`config.mk`:
```
export PLATFORM = sky130hd
export DESIGN_NAME = stream_arbiter_rr
export DESIGN_NICKNAME = d
export VERILOG_FILES = /design/src/rtl/stream_arbiter_rr.sv
export SDC_FILE = /design/constraint.sdc
export NUM_CORES = 1
export LEC_CHECK = 0
export CAP_MARGIN = 10
export CELL_PAD_IN_SITES_DETAIL_PLACEMENT = 0
export CELL_PAD_IN_SITES_GLOBAL_PLACEMENT = 1
export CORE_ASPECT_RATIO = 0.9
export CORE_MARGIN = 2
export CORE_UTILIZATION = 25
export CTS_BUF_LIST = sky130_fd_sc_hd__clkbuf_4 sky130_fd_sc_hd__clkbuf_8
export CTS_CLUSTER_DIAMETER = 50
export CTS_CLUSTER_SIZE = 12
export DETAILED_ROUTE_END_ITERATION = 10
export PLACE_DENSITY_LB_ADDON = 0.1
export SKIP_LAST_GASP = 1
export SLEW_MARGIN = 20
export SYNTH_ARGS = -nofsm -noshare
export SYNTH_HDL_FRONTEND = slang
export SYNTH_SLANG_ARGS = --single-unit
```
`constraint.sdc`:
```
create_clock -name clk_i -period 6.01 [get_ports clk_i]
set_input_delay 0.601 -clock clk_i [delete_from_list [all_inputs] [get_ports clk_i]]
set_output_delay 0.601 -clock clk_i [all_outputs]
set_load 0.02 [all_outputs]
```
`src/rtl/stream_arbiter_rr.sv`:
```
// stream_arbiter_rr
//
// Round-robin arbiter that merges NumReq upstream valid/ready streams into one
// registered downstream stream. A requester that starts a multi-beat packet
// (first beat with last=0) keeps the grant until its last beat is accepted,
// so packets from different sources are never interleaved. The rotating
// priority pointer moves past the source of every accepted beat.
//
// Ports
//   clk_i        clock, all state changes on the rising edge
//   rst_i        synchronous active-high reset
//   req_valid_i  per-requester valid
//   req_last_i   per-requester last-beat flag (only meaningful with valid)
//   req_data_i   flattened data, requester i at [i*DataWidth +: DataWidth]
//   req_ready_o  per-requester ready, at most one bit set
//   gnt_o        combinational one-hot grant, zero when nothing is granted
//   out_valid_o  output stage holds a beat
//   out_ready_i  downstream accepts the held beat
//   out_data_o   registered beat data
//   out_last_o   registered last flag
//   out_src_o    registered index of the requester that produced the beat

module stream_arbiter_rr #(
    parameter int DataWidth = 32,
    parameter int NumReq    = 4,
    localparam int SrcWidth = $clog2(NumReq)
) (
    input  logic                          clk_i,
    input  logic                          rst_i,
    input  logic [NumReq-1:0]             req_valid_i,
    input  logic [NumReq-1:0]             req_last_i,
    input  logic [NumReq*DataWidth-1:0]   req_data_i,
    output logic [NumReq-1:0]             req_ready_o,
    output logic [NumReq-1:0]             gnt_o,
    output logic                          out_valid_o,
    input  logic                          out_ready_i,
    output logic [DataWidth-1:0]          out_data_o,
    output logic                          out_last_o,
    output logic [SrcWidth-1:0]           out_src_o
);

    typedef enum logic {
        ST_ARB,
        ST_LOCKED
    } state_e;

    state_e                state_q, state_d;
    logic [SrcWidth-1:0]   owner_q, owner_d;
    logic [SrcWidth-1:0]   ptr_q, ptr_d;
    logic                  out_valid_q, out_valid_d;
    logic [DataWidth-1:0]  out_data_q, out_data_d;
    logic                  out_last_q, out_last_d;
    logic [SrcWidth-1:0]   out_src_q, out_src_d;

    logic                  win_found;
    logic [SrcWidth-1:0]   win_idx;
    int                    cand_int;
    logic [SrcWidth-1:0]   cand;
    logic                  gnt_any;
    logic [SrcWidth-1:0]   gnt_idx;
    logic [NumReq-1:0]     gnt;
    logic                  load_en;
    logic                  accept;
    logic [DataWidth-1:0]  sel_data;
    logic                  sel_last;

    // The output register can take a new beat whenever it is empty or is
    // being drained this very cycle, which gives back-to-back throughput.
    assign load_en = !out_valid_q || out_ready_i;

    // Rotating priority search: walk ptr, ptr+1, ... wrapping at NumReq (which
    // need not be a power of two, hence the explicit wrap) and keep the first
    // valid requester found.
    always_comb begin
        win_found = 1'b0;
        win_idx   = '0;
        cand_int  = 0;
        cand      = '0;
        for (int k = 0; k < NumReq; k++) begin
            cand_int = int'(ptr_q) + k;
            if (cand_int >= NumReq) begin
                cand_int = cand_int - NumReq;
            end
            cand = SrcWidth'(cand_int);
            if (!win_found && req_valid_i[cand]) begin
                win_found = 1'b1;
                win_idx   = cand;
            end
        end
    end

    // While a packet is open the owner holds the grant even if it has dropped
    // valid for a while; everyone else simply waits.
    always_comb begin
        gnt_any = 1'b0;
        gnt_idx = '0;
        if (state_q == ST_LOCKED) begin
            gnt_any = 1'b1;
            gnt_idx = owner_q;
        end else begin
            gnt_any = win_found;
            gnt_idx = win_idx;
        end
    end

    // Expand the granted index into a one-hot vector and use it to pick the
    // winner's data and last flag with an AND-OR mux over the flat bus.
    always_comb begin
        gnt      = '0;
        sel_data = '0;
        sel_last = 1'b0;
        for (int i = 0; i < NumReq; i++) begin
            gnt[i] = gnt_any && (gnt_idx == SrcWidth'(i));
            if (gnt[i]) begin
                sel_data = sel_data | req_data_i[i*DataWidth +: DataWidth];
                sel_last = sel_last | req_last_i[i];
            end
        end
    end

    assign gnt_o       = gnt;
    assign req_ready_o = gnt & {NumReq{load_en}};
    assign accept      = |(req_valid_i & req_ready_o);

    // Next-state logic. An accepted beat loads the output stage, advances the
    // pointer past its source and opens or closes the packet lock; otherwise a
    // drained output simply goes empty while keeping its last contents.
    always_comb begin
        state_d     = state_q;
        owner_d     = owner_q;
        ptr_d       = ptr_q;
        out_valid_d = out_valid_q;
        out_data_d  = out_data_q;
        out_last_d  = out_last_q;
        out_src_d   = out_src_q;
        if (accept) begin
            out_valid_d = 1'b1;
            out_data_d  = sel_data;
            out_last_d  = sel_last;
            out_src_d   = gnt_idx;
            if (gnt_idx == SrcWidth'(NumReq - 1)) begin
                ptr_d = '0;
            end else begin
                ptr_d = gnt_idx + SrcWidth'(1);
            end
            if (sel_last) begin
                state_d = ST_ARB;
            end else begin
                state_d = ST_LOCKED;
                owner_d = gnt_idx;
            end
        end else if (out_ready_i) begin
            out_valid_d = 1'b0;
        end
    end

    // All state lives here; reset wins over everything and silently abandons
    // any packet that was in progress.
    always_ff @(posedge clk_i) begin
        if (rst_i) begin
            state_q     <= ST_ARB;
            owner_q     <= '0;
            ptr_q       <= '0;
            out_valid_q <= 1'b0;
            out_data_q  <= '0;
            out_last_q  <= 1'b0;
            out_src_q   <= '0;
        end else begin
            state_q     <= state_d;
            owner_q     <= owner_d;
            ptr_q       <= ptr_d;
            out_valid_q <= out_valid_d;
            out_data_q  <= out_data_d;
            out_last_q  <= out_last_d;
            out_src_q   <= out_src_d;
        end
    end

    assign out_valid_o = out_valid_q;
    assign out_data_o  = out_data_q;
    assign out_last_o  = out_last_q;
    assign out_src_o   = out_src_q;

endmodule

```
; After elaboration in Yosys (flattened, before gate mapping)
; Cells that the tools add are included.
[word_totals]
regBits = 41
latch_bits = 0
mem_bits_rw = 0
romBits = 0
inputBits = 139
out_inout_bits = 44
elab_cells = 85
memories = 0
[op_classes]
n_addsub = 8
n_mul = 0
n_div = 0
n_lt_le_gt_ge = 8
eq_ne = 3
shift = 0
n_mux = 34
n_bitwise = 9
n_reduce_logical = 16
[op_table]
columns = operator, n
row1 = 32-bit 2-to-1 mux, 4
row2 = 32-bit bitwise OR, 3
row3 = 2-bit 2-to-1 mux, 10
row4 = 1-bit 2-to-1 mux, 16
row5 = 2-bit by 3-bit less-than comparator with 1-bit output (second input constant), 4
row6 = 3-bit greater-or-equal comparator (second input constant), 3
row7 = 4-bit AND, 2
row8 = 1-bit binary-select mux with 2-bit select, 4
row9 = 2-bit by 1-bit subtractor with 2-bit output (second input constant), 4
row10 = 1-bit logical AND, 7
row11 = 2-bit by 2-bit adder with 3-bit output (second input constant), 2
row12 = 2-bit equality test (second input constant), 2
row13 = 1-bit logical NOT, 4
row14 = 4-bit OR reduction, 1
row15 = 2-bit by 1-bit adder with 3-bit output (second input constant), 1
row16 = 2-bit by 3-bit greater-or-equal comparator with 1-bit output (second input constant), 1
row17 = 1-bit bitwise OR, 3
row18 = 2-bit by 1-bit adder with 2-bit output (second input constant), 1
row19 = 2-bit by 1-bit equality test with 1-bit output (second input constant), 1
row20 = 2-bit logical NOT, 1
row21 = 2-bit AND reduction, 1
row22 = 2-bit nonzero test, 1
row23 = 1-bit logical OR, 1
row24 = 1-bit NOT, 1

; Depth between registers and ports, before layout
; Gate-level depths: netlist (run 1).
[depth]
depth_word = 26
mapped_depth = 13
ltp_nobuf = 9

; Worst setup path after synthesis (run 1)
; No wires, ideal clock.
[synth_path]
path_kind = input to output
start = input port req_valid_i[0]
end = output port gnt_o[3]
arrival_time_ns = 2.450
required_time_ns = 5.409
setup_slack_ns = 2.959
stages = 7
path_buffers = 2
path_cell_list = mux2_4 -> a221o_1 -> a22oi_2 -> ha_1 -> clkbuf_1 -> clkbuf_1 -> nor2b_1
[synth_between]
elab_chain_cells = 15
elab_cells_between_ends = 26
cone_classes = 1 x eq/ne / 18 x mux / 7 x reduce/logical
[synth_rtl]
columns = item, line
row1 = from (decl), 30  ; input logic [NumReq-1:0] req_valid_i,
row2 = 1-bit binary-select mux with 2-bit select, 85  ; if (!win_found && req_valid_i[cand]) begin
row3 = 1-bit 2-to-1 mux (implied by the code), 85
row4 = 1-bit 2-to-1 mux, 85
row5 = 1-bit logical NOT, 85
row6 = 1-bit logical AND, 85
row7 = 1-bit 2-to-1 mux, 85
row8 = 1-bit logical NOT, 85
row9 = 1-bit logical AND, 85
row10 = 1-bit 2-to-1 mux, 85
row11 = 1-bit logical NOT, 85
row12 = 1-bit logical AND, 85
row13 = 2-bit 2-to-1 mux *, 85
row14 = 2-bit 2-to-1 mux *, 97  ; if (state_q == ST_LOCKED) begin
row15 = named net gnt_idx[0], 60  ; logic [SrcWidth-1:0] gnt_idx;
row16 = 2-bit equality test *, 113  ; gnt[i] = gnt_any && (gnt_idx == SrcWidth'(i));
row17 = 1-bit logical AND *, 113
row18 = to (decl), 34  ; output logic [NumReq-1:0] gnt_o,
; Mark *: on every way through the listed nets, which the timed path passes. The rest lies on a longest branch. The select of a mux whose other input is x is not followed.

; Worst setup path in the final report (run 1)
[layout_path]
start = input port req_valid_i[0]
end = output port req_ready_o[3]
[layout_between]
elab_chain_cells = 16
elab_cells_between_ends = 27
cone_classes = 1 x eq/ne / 18 x mux / 1 x bitwise / 7 x reduce/logical
[layout_rtl]
columns = item, line
row1 = 1-bit binary-select mux with 2-bit select, 85
row2 = 1-bit 2-to-1 mux (implied by the code), 85
row3 = 1-bit 2-to-1 mux, 85
row4 = 1-bit logical NOT, 85
row5 = 1-bit logical AND, 85
row6 = 1-bit 2-to-1 mux, 85
row7 = 1-bit logical NOT, 85
row8 = 1-bit logical AND, 85
row9 = 1-bit 2-to-1 mux, 85
row10 = 1-bit logical NOT, 85
row11 = 1-bit logical AND, 85
row12 = 2-bit 2-to-1 mux *, 85
row13 = 2-bit 2-to-1 mux *, 97
row14 = named net gnt_idx[0], 60
row15 = 2-bit equality test *, 113
row16 = 1-bit logical AND *, 113
row17 = 4-bit AND *, 122  ; assign req_ready_o = gnt & {NumReq{load_en}};
row18 = to (decl), 33  ; output logic [NumReq-1:0] req_ready_o,
; Marks and branches as above.

==> results of run 1 <==
[worst max-delay path, cell delays in order]
cell and delay, ns:
clkdlybuf4s50_1 0.53, mux2_4 0.32, a221o_1 0.30, a22oi_2 0.22, ha_1 0.22, buf_4 0.41
nand2_1 0.10, nor2_1 0.10, clkdlybuf4s50_1 0.61
[worst min-delay path by stage]
stage / startpoint / endpoint / slack, ns
finish: out_src_o[1] / out_src_o[1] / 0.45
global route: out_src_o[1] / out_src_o[1] / 0.50
CTS: out_src_o[1] / out_src_o[1] / 0.46
detailed placement: out_src_o[1] / out_src_o[1] / 0.45
global placement: out_src_o[1] / out_src_o[1] / 0.44
floorplan: owner_q[1] / owner_q[1] / 0.45
[metrics by stage]
stage	util, %	hold WS, ns
6_report	47.4	0.455
5_1_grt	47.4	0.500
4_1_cts	47.4	0.459
3_5_place_dp	46.4	0.448
3_3_place_gp	46.3	0.445
2_1_floorplan	-	0.454
[area by class of cell]
cell class                      instances  area (µm²)
Clock buffer                            7        90.1
Timing Repair Buffer                  188        1860
Tap cell                              122         153
Fill cell                             909        4780
Sequential cell                        41         821
Multi-Input combinational cell        195        1370
Inverter                                3        11.3
[cells by family (layout without fill, tap and decap cells)]
family                     count (synthesis)  count (layout)  synth area share, %
DFF                                       41              41                 35.3
AOI/OAI and AO/OA                        120             120                 40.9
buffers and inverters                     34             198                 6.14
adders and majority gates                  4               4                 2.15
and+or+nand+nor                           66              66                 12.3
muxes                                      5               5                 3.28
[state kept, by name, summed over array words and instances, names as in the netlist]
name,flops
out_data_o,32
out_valid_o,1
state_q,1
owner_q,2
ptr_q,2
out_src_o,2
out_last_o,1
[per-layer routing]
| metal | global-route usage, % | wire, µm | vias to the layer above | share of wire (%) |
|---|---|---|---|---|
| li1 | - | - | 1389 | - |
| met1 | 20.2 | 3930 | 1319 | 40 |
| met2 | 32.5 | 4700 | 134 | 49 |
| met3 | 6.22 | 903 | 14 | 9.3 |
| met4 | 5.26 | 165 | 0 | 1.7 |
| met5 | 0 | 0 | - | 0 |
[where the power goes]
part,switching (mW),internal (mW)
registers,0.0677,0.376
clock network,0.0933,0.0958
logic,0.759,0.594
total,0.920,1.07
[cell usage in the layout (no fill, tap or decap), drive strengths merged]
cell / count
o41ai: 1
dfxtp: 41
clkbuf: 7
nand4: 1
or2: 1
nor2b: 8
o21a: 1
o31ai: 1
buf: 7
o21ai: 4
clkdlybuf4s50: 181
or4: 1
a221oi: 1
nand2b: 1
ha: 4
mux2: 2
a22oi: 65
nor2: 41
a221o: 3
a211oi: 4
inv: 3
a21oi: 5
a311oi: 32
mux4: 1
nor3: 1
nand2: 11
mux2i: 2
nand3: 1
a22o: 3
==> results.json, run 1 <==
{
  "yosysTopAreaCell": "dfxtp_1",
  "clock_skew_ns": 0.00572,
  "syn_nets": 413,
  "worst-r2r-cell-count": 10,
  "endpoint_kind": "primary output",
  "drive_above_1_share_pct": 5.07,
  "finalCriticalPeriod_ns": 4.03,
  "netlist_instances": 270,
  "post_cts_buffers": 0,
  "pre_cts_ws_ns": 2.01,
  "synth_cell_types": 34,
  "ctsHtreeMaxLevel": 2,
  "fmax_mhz": 248,
  "antenna_found_initial": 0,
  "nets": 577,
  "grt_setup_unrepaired": "false",
  "power.leakage_nw": 1.51,
  "synth_top_area_share_pct": 35.3,
  "viasPerCell": 5.14,
  "crit_path_start": "req_valid_i[0]",
  "core_area_um2": 9080,
  "globalplace.congestion": 0.769,
  "ant_nets": 0,
  "synth_edf_count": 0,
  "setup_viol": 0,
  "hp-class": "reg2reg",
  "clock-root-buffer": "clkbuf_8",
  "max-slew-margin-rel_pct": 42.1,
  "hold_buffers": 0,
  "place_area_um2": 4220,
  "yosysWarnings": 0,
  "setup_ws_ns": 1.98,
  "hold_depth": 2,
  "slew_viol_final": 0,
  "drv_cap": 0,
  "dieArea_um2": 10100,
  "drc": 0,
  "r2r-end": "owner_q[1]",
  "peakVddDrop_mv": 0.308,
  "vias": 2856,
  "netlist_top_cells_area": "dfxtp_1, a22oi_1, a311oi_1",
  "crit_path_start_kind": "input port",
  "period_share_pct": 67.1,
  "critPathArrivalTime_ns": 3.43,
  "die_y_um": 95.5,
  "routed_wirelength_um": 9700,
  "synthArstFlopShare_pct": 0,
  "seq_area_frac_synth_pct": 35.3,
  "critPathMaxFanout": 36,
  "synth_ff_type": "dfxtp_1",
  "synth_most_common_cell": "a22oi_1",
  "n_antenna_cell": 0,
  "worst_pin_slew_ns": 0.869,
  "cts_buffer_depth": 2,
  "grt_max_degree": 67,
  "grt_pass1_wl_um": 14300,
  "cts_sinks": 41,
  "powerDensity_nw_per_um2": 461,
  "synth.avg_cell_area_um2": 8.61,
  "worstSkewPairLatency_ns": 0.29,
  "io_pins": 183,
  "initial_core_util_pct": 25.6,
  "rr_startpoint": "ptr_q[1]",
  "die_x_um": 106,
  "wl_per_cell_um": 17.4,
  "area_growth_syn_to_layout_pct": 85.2,
  "cp_data_required_time_ns": 5.41,
  "reg2reg_setup_slack_ns": 2.94,
  "port_buffers": 182,
  "grt_pass1_vias": 2820,
  "path_class": "in2out",
  "synth.ff_latch_count": 41,
  "status": "finished, final reports clean",
  "numCtsBuffers": 5,
  "crit_end": "req_ready_o[3]",
  "gr-total-overflow": 0,
  "drtIter0Drc": 79,
  "power_mw": 1.99,
  "synthesis.area_um2": 2320,
  "fin_area_um2": 4310,
  "cts_tree": "built",
  "hold_viol_final": 0,
  "clk_pin_slew_worst_paths_ns": 0.08,
  "dpl.cell_count": 549,
  "synth_common_cells": "a22oi_1, dfxtp_1, nor2_1",
  "firstDrtPassIters": 4,
  "num_rows": 33,
  "fin_cells": 556,
  "cts_resized": 0,
  "dp_hpwl_um": 6790,
  "grtUsageTotal_pct": 18.0,
  "setup_tns_ns": 0
}
No activity file was read; power rests on OpenSTA's default activity.
==> run 2, diff against run 1 <==
Settings changed: CORE_UTILIZATION 25 to 23.
Clock period 6.01 ns to 3.8 ns, I/O delays scaled along.
==> results.json, run 2 (synthesis results as in run 1) <==
{
  "initial_core_util_pct": 23.9,
  "slowest_delay_ns": 0.56,
  "firstDrtPassIters": 4,
  "hp-class": "reg2reg",
  "die_y_um": 99.4,
  "critPathMaxFanout": 11,
  "ctsHtreeMaxLevel": 2,
  "finalCriticalPeriod_ns": 3.37,
  "area_growth_syn_to_layout_pct": 87.6,
  "crit_chain": "clkdlybuf4s50_1, mux2_4, a221o_1, a22oi_2, inv_2, ha_1, buf_4, nor2b_1, clkdlybuf4s50_1",
  "crit_buf_inv": 4,
  "hold-worst-slack_ns": 0.474,
  "nets": 579,
  "cts_sinks": 41,
  "rr_startpoint": "ptr_q[1]",
  "ant_nets": 0,
  "place_area_um2": 4240,
  "peakVddDrop_mv": 0.481,
  "powerDensity_nw_per_um2": 751,
  "clock_skew_ns": 0.00514,
  "worst_hold_path.endpoint": "out_src_o[1]",
  "period_share_pct": 88.7,
  "layout_commonest_cell": "clkdlybuf4s50_1",
  "path_delay_family": "buffers and inverters",
  "critPathArrivalTime_ns": 2.99,
  "status": "finished, final reports clean",
  "num_rows": 34,
  "layout_common_cells": "clkdlybuf4s50_1, a22oi_1, nor2_1, dfxtp_1, a311oi_1",
  "cts_buffer_depth": 2,
  "viasPerCell": 5.04,
  "setup_tns_ns": 0,
  "grt_pass1_wl_um": 14500,
  "fin_area_um2": 4360,
  "slew_viol_final": 0,
  "hold_buffers": 0,
  "drc": 0,
  "n_antenna_cell": 0,
  "port_buffers": 182,
  "routed_wirelength_um": 9690,
  "drv_cap": 0,
  "numCtsBuffers": 5,
  "cts_resized": 0,
  "cp_data_required_time_ns": 3.42,
  "path_class": "in2out",
  "grt_setup_unrepaired": "false",
  "grt_max_degree": 46,
  "max-slew-margin-rel_pct": 42.0,
  "clk_pin_slew_worst_paths_ns": 0.08,
  "globalplace.congestion": 0.768,
  "fin_util_pct": 44.8,
  "gr-total-overflow": 0,
  "largest_reg_flops": 32,
  "hold_depth": 2,
  "drive_above_1_share_pct": 5.72,
  "power.leakage_nw": 1.53,
  "io_pins": 183,
  "fmax_mhz": 297,
  "worst_path_max_delay_cell": "clkdlybuf4s50_1",
  "hold_viol_final": 0,
  "worst_path_most_repeated_cell": "clkdlybuf4s50_1",
  "post_cts_buffers": 0,
  "fillers": 970,
  "crit_path_start_kind": "input port",
  "worst_pin_slew_ns": 0.871,
  "grtUsageTotal_pct": 17.0,
  "die_x_um": 110,
  "antenna_found_initial": 0,
  "wl_per_cell_um": 17.2,
  "setup_viol": 0,
  "endpoint_kind": "primary output",
  "clock-root-buffer": "clkbuf_8",
  "r2r-end": "out_data_o[4]",
  "dieArea_um2": 10900,
  "vias": 2840,
  "multi_input_area_um2": 1360,
  "drtIter0Drc": 107,
  "grt_pass1_vias": 2833,
  "worst-r2r-cell-count": 9,
  "seq_area_um2": 821,
  "cts_tree": "built",
  "worstSkewPairLatency_ns": 0.29,
  "dp_hpwl_um": 6900,
  "core_area_um2": 9740,
  "hp-start": "out_src_o[1]",
  "reg2reg_setup_slack_ns": 0.70
}
run 2: cell count changes in the layout (fill, tap and decap cells not counted):
cell / change
buf_4: +1
bufinv_16: +1
o21a_2: +1
o21a_4: -1
buf_12: +1
run 2: power breakdown:
part,internal [mW],leakage [nW],switching [mW]
Combinational,0.969,1.13,1.22
Sequential,0.594,0.339,0.106
Clock,0.222,0.0619,0.162
run 2: final cells by class:
cell class	instances	area share [%]
Timing Repair Buffer	190	43.3
Clock buffer	7	2.07
Tap cell	126	3.61
Multi-Input combinational cell	195	31.2
Inverter	3	0.258
Sequential cell	41	18.8
Clock inverter	1	0.688
run 2: worst register-to-register path, stage by stage (launching register included):
cell and delay, ns:
dfxtp_1 0.53, mux2_4 0.33, a221o_1 0.30, a22oi_2 0.22
ha_1 0.29, a22o_1 0.17, o21a_2 0.54, buf_12 0.29
nor2_1 0.09, a311oi_1 0.24
run 2: routing by layer:
metal	global-route usage, %	part of all wire [%]	vias up
li1	-	-	1398
met1	20.5	42	1314
met2	29.5	48	123
met3	5.44	9.8	5
met4	3.51	0.65	0
met5	0	0	-
run 2: how the worst max path moves through the flow:
stage	end	depth (start not counted)	from	slack (ns)
3_3_place_gp	gnt_o[0]	9	req_valid_i[2]	0.43
4_1_cts	gnt_o[0]	9	req_valid_i[2]	0.42
5_1_grt	gnt_o[0]	9	req_valid_i[2]	0.31
2_1_floorplan	gnt_o[3]	8	ptr_q[1]	1.11
6_report	gnt_o[0]	9	req_valid_i[2]	0.43
3_5_place_dp	out_data_o[0]	10	req_valid_i[0]	0.35
run 2: through the flow:
stage	instances	setup slack (ns)	power [mW]
finish	563	0.431	3.28
floorplan	270	1.11	2.05
detailed placement	555	0.347	2.92
global route	563	0.308	3.54
CTS	563	0.424	3.32
global placement	555	0.434	2.93
==> RTL change 1 (settings of run 2) <==
`DataWidth`: 32 -> 64.
--- a/src/rtl/stream_arbiter_rr.sv
+++ b/src/rtl/stream_arbiter_rr.sv
@@ -22,5 +22,5 @@
 
 module stream_arbiter_rr #(
-    parameter int DataWidth = 32,
+    parameter int DataWidth = 64,
     parameter int NumReq    = 4,
     localparam int SrcWidth = $clog2(NumReq)
Ports: changed (resized out_data_o and req_data_i); port bits go from 183 to 343. No check against the original RTL was run, so the function may have changed too.
==> RTL change 1 against run 2 <==
  * Core utilization is 0.83 points higher
  * Count of clock-buffer cells in the layout increased by 4
  * Clock power is 42% higher
  * Area after synthesis grew 69%
  * Sequential cell count grew 32
  * Global-route usage rose by 3.5 points
  * Wire length is 100% higher
  * Design area rose by 76%
  * Die area increased by 66%
  * Via count up 80%
  * Setup slack better by 1.5 ps
  * Non-clock buffer count up 165
  * Maximum frequency hardly changed
  * Total power grew 68%
  * Critical path type unchanged
==> RTL change 1: results (changes against run 2) <==
Run status
  • Status: complete, no violations

Placement
  • Placed cell area: 7510 um^2 (+77%)
  • Routability cong.: 0.761 (-0.96%)
  • DP Worst Slack: 312 ps (-34.8 ps)

Global routing
  • First-pass GRT wire length: 28800 um (+99%)
  • M1 GR Usage: 22.9% (+2.4 points)
  • Largest net degree at the start of global routing: 63 (+37%)
  • Met2 usage: 37.3% (+7.8 points)
  • Antenna violations before repair: 1 (+1)
  • GR Layer Usage met3: 6.31% (+0.87 points)

Power and ir drop
  • Max rail drop VDD: 0.387 mV (-19%)
  • PnR Total Power: 5.52 mW (+68%)
  • Switching part of the total: 47.2% (+1.6 points)
  • Clk pwr share: 9.9% (-1.8 points)
  • Lkg Pwr: 2.65 nW (+73%)

STA
  • Setup slack after layout: 433 ps (+1.51 ps)
  • Clock Skew: 6.39 ps (+1.26 ps)
  • Hold slack: 476 ps (+1.90 ps)
  • Worst-Margin Slew: 936 ps (+65.8 ps)

Setup path
  • Crit path max fanout: 21 (+10)
  • End of the worst register-to-register path: out_data_o[37]

Detailed routing
  • Routed len/inst: 19.9 um (+15%)
  • Met2 wire len: 9900 um (+110%)
  • Vias: 5100 (+80%)
  • Metal-1 WL: 7530 um (+87%)
  • Met3 WL: 1540 um (+61%)
  • Drt pass-1 iters: 4 (unchanged)
  • Initial DRC Count: 268 (+150%)

Layout
  • Layout cells sized above 1: 5.33% (-0.39 points)
  • Fin nets: 1036 (+79%)
  • Largest register FFs: 64 (+100%)

Logic synthesis
  • Synth Instances: 454 (+68%)
  • Commonest cells post-synth: a22oi_1, dfxtp_1, nor2_1
  • Top post-synthesis cells by area: dfxtp_1, a22oi_1, a311oi_1
  • Syn Nets: 725 (+76%)
  • Register area share after synthesis: 37.1% (+1.8 points)

Clock tree
  • Clk_lat worst skew: 360 ps (+70 ps)
  • CTS HTree Levels: 3 (+1)
  • CTS Buf Count: 9 (+4)

Min path
  • Hold path start: out_src_o[1]
[RTL change 1: cell count changes in the layout (fill, tap and decap cells not counted), sizes merged]
cell / delta
buf: +5
bufinv: -1
nor2: +32
clkdlybuf4s50: +160
clkbuf: +4
dfxtp: +32
a311oi: +32
a22oi: +64
clkinv: +4
[RTL change 1: cells by family after synthesis]
family	Yosys count	synth area share (%)
compound gates	216	43.4
fa+ha+maj	4	1.27
mux	5	1.94
flops	73	37.1
buf+inv	58	5.94
simple gates	98	10.3
[RTL change 1: critical path, delay by kind of cell]
family | cells | cell delay, ps
AO/OA/AOI/OAI | 2 | 530
buffers and inverters | 4 | 1410
AND/OR/NAND/NOR | 1 | 160
adder cells (fa/ha/maj) | 1 | 200
multiplexers | 1 | 310
[RTL change 1: final cells by class]
class	instances	area [um^2]	share of cell area (%)
multi-input cells	323	2260	29.4
flip-flops and latches	73	1460	19.0
inverters	3	11.3	0.147
clock inverters	4	20.0	0.261
repair buffers	355	3520	45.8
well taps	211	264	3.44
clock buffers	11	145	1.89
==> RTL change 2 (config.mk and constraints of run 2) <==
Made on the original files. `out_data_q` no longer has a reset.
--- a/src/rtl/stream_arbiter_rr.sv
+++ b/src/rtl/stream_arbiter_rr.sv
@@ -163,5 +163,4 @@
             ptr_q       <= '0;
             out_valid_q <= 1'b0;
-            out_data_q  <= '0;
             out_last_q  <= 1'b0;
             out_src_q   <= '0;
@@ -171,8 +170,11 @@
             ptr_q       <= ptr_d;
             out_valid_q <= out_valid_d;
-            out_data_q  <= out_data_d;
             out_last_q  <= out_last_d;
             out_src_q   <= out_src_d;
         end
+    end
+
+    always_ff @(posedge clk_i) begin
+        out_data_q <= out_data_d;
     end
 
Check against the original RTL: not equivalent (Yosys sat finds a counterexample within 4 cycles, from zero or initial values and one cycle with rst_i high).
==> RTL change 2 against run 2 <==
  * Area after synthesis up 2.4%
  * Design area fell by 0.57%
  * Non-clock buffer count shrank 1
  * Sequential cell count is the same
  * Setup slack worse by 150 ps
  * Largest cell class unchanged
  * Critical endpoint is now gnt_o[2]
  * Worst hold slack got worse by 19 ps
  * Wire length is 5.4% lower
  * Total power is 8.8% lower
  * Highest routed layer unchanged
  * Core utilization down 2.1 points
  * Clock skew increased by 2.1 ps
==> RTL change 2: results (changes against run 2) <==
Layout
  • Multi-input combinational area share: 24.4% (-6.8 points)
  • Non-clk buf share: 43.2% (-0.096 points)
  • Comb_multi_in: 154 (-21%)
  • Register share of the cell area: 26.3% (+7.5 points)
  • Fin nets: 539 (-6.9%)
  • Non-clk bufs: 189 (-0.53%)
  • CLK BUF: 5 (-2)
  • Layout cells sized above 1: 6.80% (+1.1 points)
  • Non-clk invs: 5 (+2)
  • Final cell count without fillers: 526 (-6.6%)
  • ClkCell Share: 1.88% (-0.88 points)
  • Fill cell count: 1011 (+4.2%)
  • Seq cells: 41 (unchanged)

Placement
  • DP Worst Slack: 256 ps (-91.2 ps)
  • Dpl cells: 518 (-6.7%)
  • Routability cong.: 0.798 (+3.9%)
  • HPWL Detailed: 6860 um (-0.57%)

Setup path
  • End of the worst register-to-register path: owner_q[1]
  • R2R cell count: 11 (+2)
  • Setup crit start: req_valid_i[0]
  • Worst R2R Setup Slack: 880 ps (+180 ps)
  • Crit path max fanout: 6 (-5)
  • Critical path endpoint: gnt_o[2]
  • Largest stage delay, worst path: 670 ps (+110 ps)

Global routing
  • M1 GR Usage: 19.5% (-1.0 points)
  • GR Layer Usage met3: 5.53% (+0.093 points)
  • Met2 usage: 26.1% (-3.5 points)
  • Number of global-route vias before repair: 2356 (-17%)
  • First-pass GRT wire length: 13500 um (-6.6%)
  • Largest net degree at the start of global routing: 33 (-28%)

Detailed routing
  • Met2 wire len: 4350 um (-6.4%)
  • Met3 WL: 836 um (-12%)
  • Metal-1 WL: 3880 um (-3.6%)
  • Via/cell ratio: 4.58 (-9.1%)
  • Initial DRC Count: 87 (-19%)
  • Routed len/inst: 17.4 um (+1.2%)
  • Drt pass-1 iters: 5 (+1)

Power and ir drop
  • Max rail drop VDD: 0.275 mV (-43%)
  • Clock-net power: 281 uW (-27%)
  • Int Power: 1.75 mW (-1.9%)
  • Lkg Pwr: 1.61 nW (+5.1%)
  • Comb power: 1.84 mW (-16%)

STA
  • Setup slack after layout: 282 ps (-149 ps)
  • Worst slew margin: 69.5% (+28 points)
  • Clock Skew: 7.26 ps (+2.12 ps)

Logic synthesis
  • Distinct cell type count after synthesis: 33 (-2.9%)
  • Top post-synthesis cells by area: edfxtp_1, a22oi_1, dfxtp_1
  • Mux share of post-synthesis cell area: 0.421% (-2.9 points)
  • Post-synth EDFFs: 32 (+32)
  • Syn avg cell area: 11.0 um^2 (+27%)
  • Commonest cells post-synth: a22oi_1, nand2_1, edfxtp_1
  • Compound-Gate Fraction of Synth Area: 29.2% (-12 points)
  • Post-synthesis adder-cell area fraction: 2.10% (-0.050 points)
  • Syn Nets: 360 (-13%)

Run status
  • Status: complete, no violations
## RTL change 2: cell types whose count changed in the layout (fill, tap and decap cells not counted), sizes merged, moves of 4 or more
cell           run 2  this run
a311oi            32         0
and2               0         5
and3               0         4
dfxtp             41         9
edfxtp             0        32
nand2             11        39
nand2b             1         5
nor2              41         7
nor2b              8         0
## RTL change 2: worst min-delay path by stage
stage | from | endpoint | cells past startpoint
floorplan | ptr_q[0] | ptr_q[0] | 2
global route | out_src_o[1] | out_src_o[1] | 2
finish | out_src_o[1] | out_src_o[1] | 2
global placement | out_src_o[1] | out_src_o[1] | 2
CTS | out_src_o[1] | out_src_o[1] | 2
detailed placement | out_src_o[1] | out_src_o[1] | 2
## RTL change 2: worst register-to-register path: cells and delay by family (launching register included)
family                     cells  cell delay, ps
muxes                          1             220
AOI/OAI and AO/OA              6            1620
DFF                            1             440
buffers and inverters          2             230
adders and majority gates      1             240
and+or+nand+nor                1              50
